===== src/rtl/mem_access_pkg.sv =====
// Purpose : shared op codes, FSM states, status codes and helpers for the load/store sequencer.
// Latency : n/a (types and pure functions only).
// Backpres: n/a.
package mem_access_pkg;

    typedef enum logic [2:0] {
        OP_LB  = 3'b000,
        OP_LH  = 3'b001,
        OP_LW  = 3'b010,
        OP_SB  = 3'b011,
        OP_LBU = 3'b100,
        OP_LHU = 3'b101,
        OP_SH  = 3'b110,
        OP_SW  = 3'b111
    } op_e;

    typedef enum logic [1:0] {
        ST_IDLE  = 2'b00,
        ST_READ  = 2'b01,
        ST_WRITE = 2'b10,
        ST_RESP  = 2'b11
    } state_e;

    typedef enum logic [1:0] {
        ERR_OK    = 2'b00,
        ERR_ALIGN = 2'b01,
        ERR_RANGE = 2'b10
    } err_e;

    function automatic logic is_load(input op_e op);
        is_load = (op == OP_LB) || (op == OP_LH) || (op == OP_LW) ||
                  (op == OP_LBU) || (op == OP_LHU);
    endfunction

    function automatic logic is_subword(input op_e op);
        is_subword = (op == OP_SB) || (op == OP_SH);
    endfunction

    // Anything not recognised as a legal access is reported as misaligned,
    // so it completes without touching memory.
    function automatic logic is_misaligned(input op_e op, input logic [1:0] lo);
        case (op)
            OP_LB, OP_LBU, OP_SB: is_misaligned = 1'b0;
            OP_LH, OP_LHU, OP_SH: is_misaligned = lo[0];
            OP_LW, OP_SW:         is_misaligned = (lo != 2'b00);
            default:              is_misaligned = 1'b1;
        endcase
    endfunction

endpackage


===== src/rtl/mem_access_unit_mem_lane_mux.sv =====
// Purpose : byte/half lane select + sign/zero extension for loads, lane merge for stores.
// Latency : combinational.
// Backpres: none (pure datapath).
// Ports   : op/byte_off select the lane; ld_word -> ld_dat (extended load result);
//           st_word (old memory word) merged with st_data -> st_dat (word to write).
module mem_lane_mux
    import mem_access_pkg::*;
(
    input  op_e         op,
    input  logic [1:0]  byte_off,
    input  logic [31:0] ld_word,
    input  logic [31:0] st_word,
    input  logic [31:0] st_data,
    output logic [31:0] ld_dat,
    output logic [31:0] st_dat
);

    logic [4:0]  lane_lsb;
    logic [7:0]  ld_byte;
    logic [15:0] ld_half;

    // Little-endian: byte k occupies bits [8k+7:8k].
    assign lane_lsb = {byte_off, 3'b000};

    always_comb begin
        ld_byte = ld_word[lane_lsb +: 8];
        ld_half = byte_off[1] ? ld_word[31:16] : ld_word[15:0];

        ld_dat = ld_word;
        case (op)
            OP_LB:   ld_dat = {{24{ld_byte[7]}}, ld_byte};
            OP_LBU:  ld_dat = {24'h000000, ld_byte};
            OP_LH:   ld_dat = {{16{ld_half[15]}}, ld_half};
            OP_LHU:  ld_dat = {16'h0000, ld_half};
            default: ld_dat = ld_word;
        endcase

        st_dat = st_word;
        case (op)
            OP_SB: st_dat[lane_lsb +: 8] = st_data[7:0];
            OP_SH: begin
                if (byte_off[1]) begin
                    st_dat[31:16] = st_data[15:0];
                end else begin
                    st_dat[15:0] = st_data[15:0];
                end
            end
            OP_SW:   st_dat = st_data;
            default: st_dat = st_word;
        endcase
    end

endmodule


===== src/rtl/mem_access_unit.sv =====
// Purpose : load/store sequencer in front of word-addressed data memory (RMW for sub-word stores).
// Latency : accept->done 2 cycles (loads, SW), 3 (SB/SH), 1 (errors).
// Backpres: single outstanding request; start is ignored while busy, no queueing.
// Ports   : start/op/addr/wdata request in; busy/done/err/rdata status out;
//           mem_read/mem_write/mem_addr/mem_wdata/mem_rdata to the data memory.
module mem_access_unit
    import mem_access_pkg::*;
#(
    parameter int MEM_WORDS = 2048,
    parameter int ADDR_W    = 32
) (
    input  logic              clk,
    input  logic              rst,
    input  logic              start,
    input  logic [2:0]        op,
    input  logic [ADDR_W-1:0] addr,
    input  logic [31:0]       wdata,
    output logic              busy,
    output logic              done,
    output logic [1:0]        err,
    output logic [31:0]       rdata,
    output logic              mem_read,
    output logic              mem_write,
    output logic [31:0]       mem_addr,
    output logic [31:0]       mem_wdata,
    input  logic [31:0]       mem_rdata
);

    localparam logic [ADDR_W-1:0] WORD_LIM = ADDR_W'(MEM_WORDS);

    state_e            state_q, state_d;
    op_e               op_q;
    logic [ADDR_W-1:0] addr_q;
    logic [31:0]       wdata_q;
    logic [31:0]       word_q;
    logic [31:0]       rdata_q;
    err_e              err_q;

    op_e               op_in;
    err_e              acc_err;
    logic              accept;
    logic [31:0]       ld_dat;
    logic [31:0]       st_dat;

    assign op_in  = op_e'(op);
    assign accept = (state_q == ST_IDLE) && start;

    // Alignment is checked before range so a misaligned out-of-range address reports 01.
    always_comb begin
        acc_err = ERR_OK;
        if (is_misaligned(op_in, addr[1:0])) begin
            acc_err = ERR_ALIGN;
        end else if ((addr >> 2) >= WORD_LIM) begin
            acc_err = ERR_RANGE;
        end
    end

    mem_lane_mux u_lane_mux (
        .op       (op_q),
        .byte_off (addr_q[1:0]),
        .ld_word  (mem_rdata),
        .st_word  (word_q),
        .st_data  (wdata_q),
        .ld_dat   (ld_dat),
        .st_dat   (st_dat)
    );

    always_ff @(posedge clk or posedge rst) begin
        if (rst) begin
            state_q <= ST_IDLE;
        end else begin
            state_q <= state_d;
        end
    end

    // Memory strobes decode from state only, so reset drops mem_write
    // asynchronously and an interrupted WRITE never reaches its commit edge.
    always_comb begin
        state_d   = state_q;
        mem_read  = 1'b0;
        mem_write = 1'b0;
        done      = 1'b0;
        case (state_q)
            ST_IDLE: begin
                if (start) begin
                    if (acc_err != ERR_OK) begin
                        state_d = ST_RESP;
                    end else if (is_load(op_in) || is_subword(op_in)) begin
                        state_d = ST_READ;
                    end else begin
                        state_d = ST_WRITE;
                    end
                end
            end
            ST_READ: begin
                mem_read = 1'b1;
                state_d  = is_load(op_q) ? ST_RESP : ST_WRITE;
            end
            ST_WRITE: begin
                mem_write = 1'b1;
                state_d   = ST_RESP;
            end
            ST_RESP: begin
                done    = 1'b1;
                state_d = ST_IDLE;
            end
            default: state_d = ST_IDLE;
        endcase
    end

    always_ff @(posedge clk or posedge rst) begin
        if (rst) begin
            op_q    <= OP_LB;
            addr_q  <= '0;
            wdata_q <= '0;
            word_q  <= '0;
            rdata_q <= '0;
            err_q   <= ERR_OK;
        end else begin
            if (accept) begin
                op_q    <= op_in;
                addr_q  <= addr;
                wdata_q <= wdata;
                err_q   <= acc_err;
            end
            if (state_q == ST_READ) begin
                word_q <= mem_rdata;
                // Load result lands as RESP is entered; stores keep the old rdata.
                if (is_load(op_q)) begin
                    rdata_q <= ld_dat;
                end
            end
        end
    end

    assign busy      = (state_q != ST_IDLE);
    assign err       = err_q;
    assign rdata     = rdata_q;
    assign mem_addr  = 32'({addr_q[ADDR_W-1:2], 2'b00});
    assign mem_wdata = (state_q == ST_WRITE) ? st_dat : 32'h0000_0000;

endmodule


===== config.mk =====
export PLATFORM = sky130hd
export DESIGN_NAME = mem_access_unit
export DESIGN_NICKNAME = d
export VERILOG_FILES = /design/src/rtl/mem_access_pkg.sv /design/src/rtl/mem_access_unit_mem_lane_mux.sv /design/src/rtl/mem_access_unit.sv
export SDC_FILE = /design/constraint.sdc
export NUM_CORES = 1
export LEC_CHECK = 0
export ABC_CLOCK_PERIOD_IN_PS = 5700
export CAP_MARGIN = 20
export CORE_MARGIN = 4
export CORE_UTILIZATION = 48
export DETAILED_ROUTE_END_ITERATION = 10
export GPL_ROUTABILITY_DRIVEN = 0
export PLACE_DENSITY = 0.81
export SETUP_SLACK_MARGIN = 0.1
export SYNTH_ARGS = -nofsm -noshare
export SYNTH_HDL_FRONTEND = slang
export SYNTH_SLANG_ARGS = --single-unit

===== constraint.sdc =====
create_clock -name clk -period 5.7 [get_ports clk]
set_clock_uncertainty 0.15 [all_clocks]
set_input_delay 0.57 -clock clk [delete_from_list [all_inputs] [get_ports clk]]
set_output_delay 0.57 -clock clk [all_outputs]
set_load 0.05 [all_outputs]

After elaboration in Yosys (flattened, before gate mapping):

Index checks and enable logic that the tools add are counted.
Widths: inputs -> output; s select.

* register bits: 135
* latch bits: 0
* RAM bits: 0
* ROM bits: 0
* bits of input ports: 102
* output and inout port bits: 102
* logic and storage cells: 69
* memories: 0

* $add $sub $neg: 1
* multiply operators: 0
* div/mod/pow operators: 0
* magnitude comparators: 1
* eq/ne operators: 18
* shifts and indexed selects: 3
* multiplexer cells: 18
* bitwise gates (word level): 0
* reductions and logical operators: 21

Operators with widths (number)
* $pmux 32 s4: 1
* $pmux 32 s3: 1
* $mux 16: 3
* $bwmux 32: 1
* $mux 32: 1
* $shift 8x7->32 const A: 1
* $shiftx 32x6->8: 1
* $shiftx 8x7->32: 1
* $ge 30x12->1 const B: 1
* $eq 3x3->1 const B: 8
* $eq 3x2->1 const B: 4
* $logic_or 1x1->1: 10
* $mux 2: 5
* $pmux 2 s4: 1
* $neg 5->7: 1
* $eq 3x1->1 const B: 2
* $logic_not 3->1: 2
* $reduce_bool 2->1: 3
* $reduce_or 3->1: 2
* $eq 2x2->1 const B: 2
* $mux 1: 4
* $pmux 1 s3: 1
* $eq 2x1->1 const B: 1
* $logic_not 2->1: 1
* 4 further kinds: 4

Logic depth before layout (Yosys ltp):

* word-level depth: 10
* mapped depth: 8
* depth with buffers taken out: 6

Modules after synthesis:

From an unflattened synthesis, not the netlist that was laid out.

* cell total of the unflattened synthesis: 670
* area total of the unflattened synthesis: 7385.8 µm²

Modules (own cells, without submodules)
* mem_access_unit: times used 1, cells an instance 389, area each 5669.2 µm², sequential area each 3378.2 µm²
* mem_lane_mux: times used 1, cells an instance 281, area each 1716.6 µm², sequential area each 0.0 µm²

Least setup slack after synthesis:

OpenSTA, ideal clock, no wires.

* path type: register to output
* from: register addr_q[0]
* to: output port mem_wdata[24]
* arrival: 2.813 ns
* data required time: 4.980 ns
* setup slack: 2.167 ns
* stages on the path, launching flop included: 8
* path buffers: 1
* cells stage by stage: dfrtp_1 > inv_1 > ha_1 > nor4bb_1 > clkbuf_1 > a32o_1 > nand2_1 > a21boi_0

* cells in the longest elaborated chain, start to end: 5
* elaborated cells between the ends (all ways): 6
* classes of those cells: 1 x add/sub; 2 x shift; 3 x mux

RTL lines
* start, declared: RTL line mem_access_unit.sv:33 `logic [ADDR_W-1:0] addr_q;`
* start signal, assigned: RTL line mem_access_unit.sv:122 `addr_q <= addr;`
* $neg 5->7 (*): RTL line mem_access_unit_mem_lane_mux.sv:40 `OP_SB: st_dat[lane_lsb +: 8] = st_data[7:0];`
* $shiftx 8x7->32 / $shift 8x7->32 (equally long branches): RTL line mem_access_unit_mem_lane_mux.sv:40
* $bwmux 32 (*): RTL line mem_access_unit_mem_lane_mux.sv:40
* $pmux 32 s3 (*): RTL line mem_access_unit_mem_lane_mux.sv:39 `case (op)`
* $mux 32 (*): RTL line mem_access_unit.sv:140 `assign mem_wdata = (state_q == ST_WRITE) ? st_dat : 32'h0000_0000;`
* end, declared: RTL line mem_access_unit.sv:25 `output logic [31:0] mem_wdata,`

Every way passes the cells marked *; elsewhere a longest branch is shown, timed or not.

Worst setup path in the final report:

* from: register addr_q[1]
* to: output port mem_wdata[7]

* cells in the longest elaborated chain, start to end: 5
* elaborated cells between the ends (all ways): 7
* classes of those cells: 1 x add/sub; 2 x shift; 4 x mux

RTL lines (RTL line)
* $neg 5->7: mem_access_unit_mem_lane_mux.sv:40
* $shiftx 8x7->32 / $shift 8x7->32 (equally long branches): mem_access_unit_mem_lane_mux.sv:40
* $bwmux 32: mem_access_unit_mem_lane_mux.sv:40
* $pmux 32 s3 (*): mem_access_unit_mem_lane_mux.sv:39
* $mux 32 (*): mem_access_unit.sv:140

Marked as above.

==> run metrics <==
ys async rst share 100%; R2R Setup Slk 2.54 ns; Pre-antenna DRT Iters 10; max-cap violation count 0; Root Driver clkbuf_16; Relative slew margins between 30% and 40%; Post-synth EDFFs 0; Final Cycle Share slightly above 80%; Netlist Area Pre-Place 0.00693 mm^2; ANT nets after route 0; crit end category output port; Final #Nets 874; worst reg2reg startpoint op_q[1]; top cells by count, synth dfrtp_1 (135), mux2_2 (107), nand2_1 (68); Post-Route WL around 20000 um; GR Overflow Total 0; syn_area_per_cell ~11 um^2; unrepaired setup endpoints after global routing no; DR WL/cell approximately 21 um; number of cell rows 43; post-cts resize count 0; measured slew at the worst slew-check pin a little over 1 ns; Initial Util approximately half; Die Width between 100 and 150 um; die height 128 um; Leakage 3.95 nW; dpl cells around 920; number of global-route vias before repair slightly below 6000; Critical Path Source addr_q[1]; detailed-route via count roughly 5700; net switching power 3.12 mW; setup TNS 0 ns; Finished Layout Cells 956; Power, Total about 6.7 mW; Slew Limit Fails 0; ordered cell list for the critical path inv_1, ha_1, nor4bb_1, o21ai_0, a21oi_1, a22o_1, clkdlybuf4s50_1; global-route wire length before repair roughly 32000 um; flops & latches, synth between 100 and 150; WP data required 4.98 ns; outcome complete, no violations; largest net degree at the start of global routing between 80 and 90; register share of total power roughly 29%; pwr/cell area 708 mW/mm^2; f_max about 0.21 GHz; detailed placer's ending HPWL 15000 um; drt via density 5.98; initial antenna violation count 1; total CTS buffers 17; ys flop type dfrtp_1; Syn Inst Count 603; Yosys Warn Count 0; most frequent cell after synthesis dfrtp_1; Combinational Power Share roughly 56%; R2R depth 5; design area ~0.0094 mm^2; HP Class in -> async; kind of critical path reg -> out; sequential element share of the synthesized area a little under 50%; CP max stage delay 0.82 ns; die area about 0.016 mm^2; Synth area leader dfrtp_1; CTS clk-pin slew, worst paths 0.06 ns; postcts setup bufs 0; top cells by area, synth dfrtp_1 (49%), mux2_2 (17%), a222oi_1 (3.9%); initial DRC count 646; worst hold margin around 0.25 ns; Core Area 0.0140 mm^2; clk_lat worst skew ~0.42 ns; Placed Area 0.00882 mm^2; Clock Power Share 15.2%; CP delay by family, top buffers and inverters; CP bufs+invs 2; number of placed I/O pins between 200 and 250; switching share of power a little under half; CP max-delay cell dfrtp_1; number of H-tree levels 4; hold_buf cts 0; maximum vdd drop about 0.00045 V; DRC Markers 0; fin crit period about 4.7 ns; R2R Path End rdata[14]; CP arrival around 4.0 ns; Yosys cell types 49; CTS Buffer Depth 2; Setup-failing EPs final 0; Total Routing Usage GR about a quarter; Internal between 3 and 4 mW; share of cells above drive strength 1 between 20% and 30%; post-synth top area share between 40% and 50%; CTS tree yes; nature of the critical path startpoint flip-flop; Hold Fails Final Rpt 0; Clock Sinks ~140; Area Overhead vs Synth 35.9%; CP max FO 20; input/output buffers 201
routing by layer:
metal	vias to the layer above	global-route usage, %	routed length (um)
met5	-	0	0
met4	0	10.3	567
met3	50	6.71	1840
met2	304	39.4	9760
met1	2834	32.3	8260
li1	2529	-	-
per-stage QoR:
step	setup WS, ns	util, %
final	0.978	67.3
after floorplan	1.37	-
after global placement	1.66	63.1
after CTS	1.08	67.0
after global routing	0.815	67.3
after detailed placement	1.55	63.1
sequential cells by signal, indices dropped and copies added, names as in the netlist:
name,cells
rdata,32
err,2
word_q,32
op_q,3
addr_q,32
state_q,2
wdata_q,32
power by group through the flow:
stage	sequential, mW	combinational, mW	clock [mW]
6_report	1.93	3.72	1.02
5_1_grt	1.99	3.92	1.07
4_1_cts	1.92	3.72	1.03
3_5_place_dp	1.92	3.69	0
3_3_place_gp	1.89	3.62	0
2_1_floorplan	2.09	2.48	0
layout by cell type, fill, tap and decap left out, types with 3 or more instances in the layout:
master | synthesis | layout
nor2b_1 | 14 | 14
a22o_1 | 8 | 8
ha_1 | 10 | 10
nand2_1 | 68 | 67
a21oi_1 | 4 | 4
a221oi_1 | 8 | 8
o32ai_1 | 3 | 3
nand2b_1 | 4 | 3
o211ai_2 | 3 | 3
o211ai_1 | 6 | 6
buf_4 | 34 | 7
clkbuf_8 | 0 | 3
nand3_1 | 14 | 14
clkbuf_1 | 22 | 4
o31ai_1 | 6 | 6
clkdlybuf4s50_1 | 0 | 201
nor2_1 | 7 | 7
o21ai_0 | 11 | 11
a222oi_1 | 27 | 27
clkinv_2 | 0 | 6
a32o_1 | 16 | 16
inv_1 | 21 | 20
mux2_2 | 107 | 107
nor4bb_1 | 3 | 3
dfrtp_1 | 135 | 135
a21boi_0 | 16 | 16
clkbuf_16 | 0 | 17
nor3_1 | 3 | 3
nor4_1 | 4 | 4
a21o_1 | 10 | 10
worst max-delay path by stage:
| stage | slack, ns | end | depth (start not counted) |
|---|---|---|---|
| 2_1_floorplan | 1.37 | addr_q[0] | 1 |
| 3_3_place_gp | 1.66 | mem_wdata[7] | 7 |
| 3_5_place_dp | 1.55 | mem_wdata[7] | 7 |
| 4_1_cts | 1.08 | mem_wdata[7] | 7 |
| 5_1_grt | 0.81 | mem_wdata[7] | 7 |
| 6_report | 0.98 | mem_wdata[7] | 7 |
area by class of cell:
cell class,instances,area (um^2)
fillers,1080,4580
flip-flops and latches,135,3380
multi-input cells,377,3070
repair buffers,210,2110
clock buffers,23,468
well taps,180,225
inverters,21,81.3
clock inverters,9,76.3
diodes,1,2.50
cells by family after synthesis:
logic type | share of synthesized area [%]
and+or+nand+nor | 8.83
DFF | 48.8
buffers and inverters | 6.97
AOI/OAI and AO/OA | 15.8
muxes | 17.7
other | 0.0541
adders and majority gates | 1.81
Note: power is estimated with default switching activity, not from simulation.
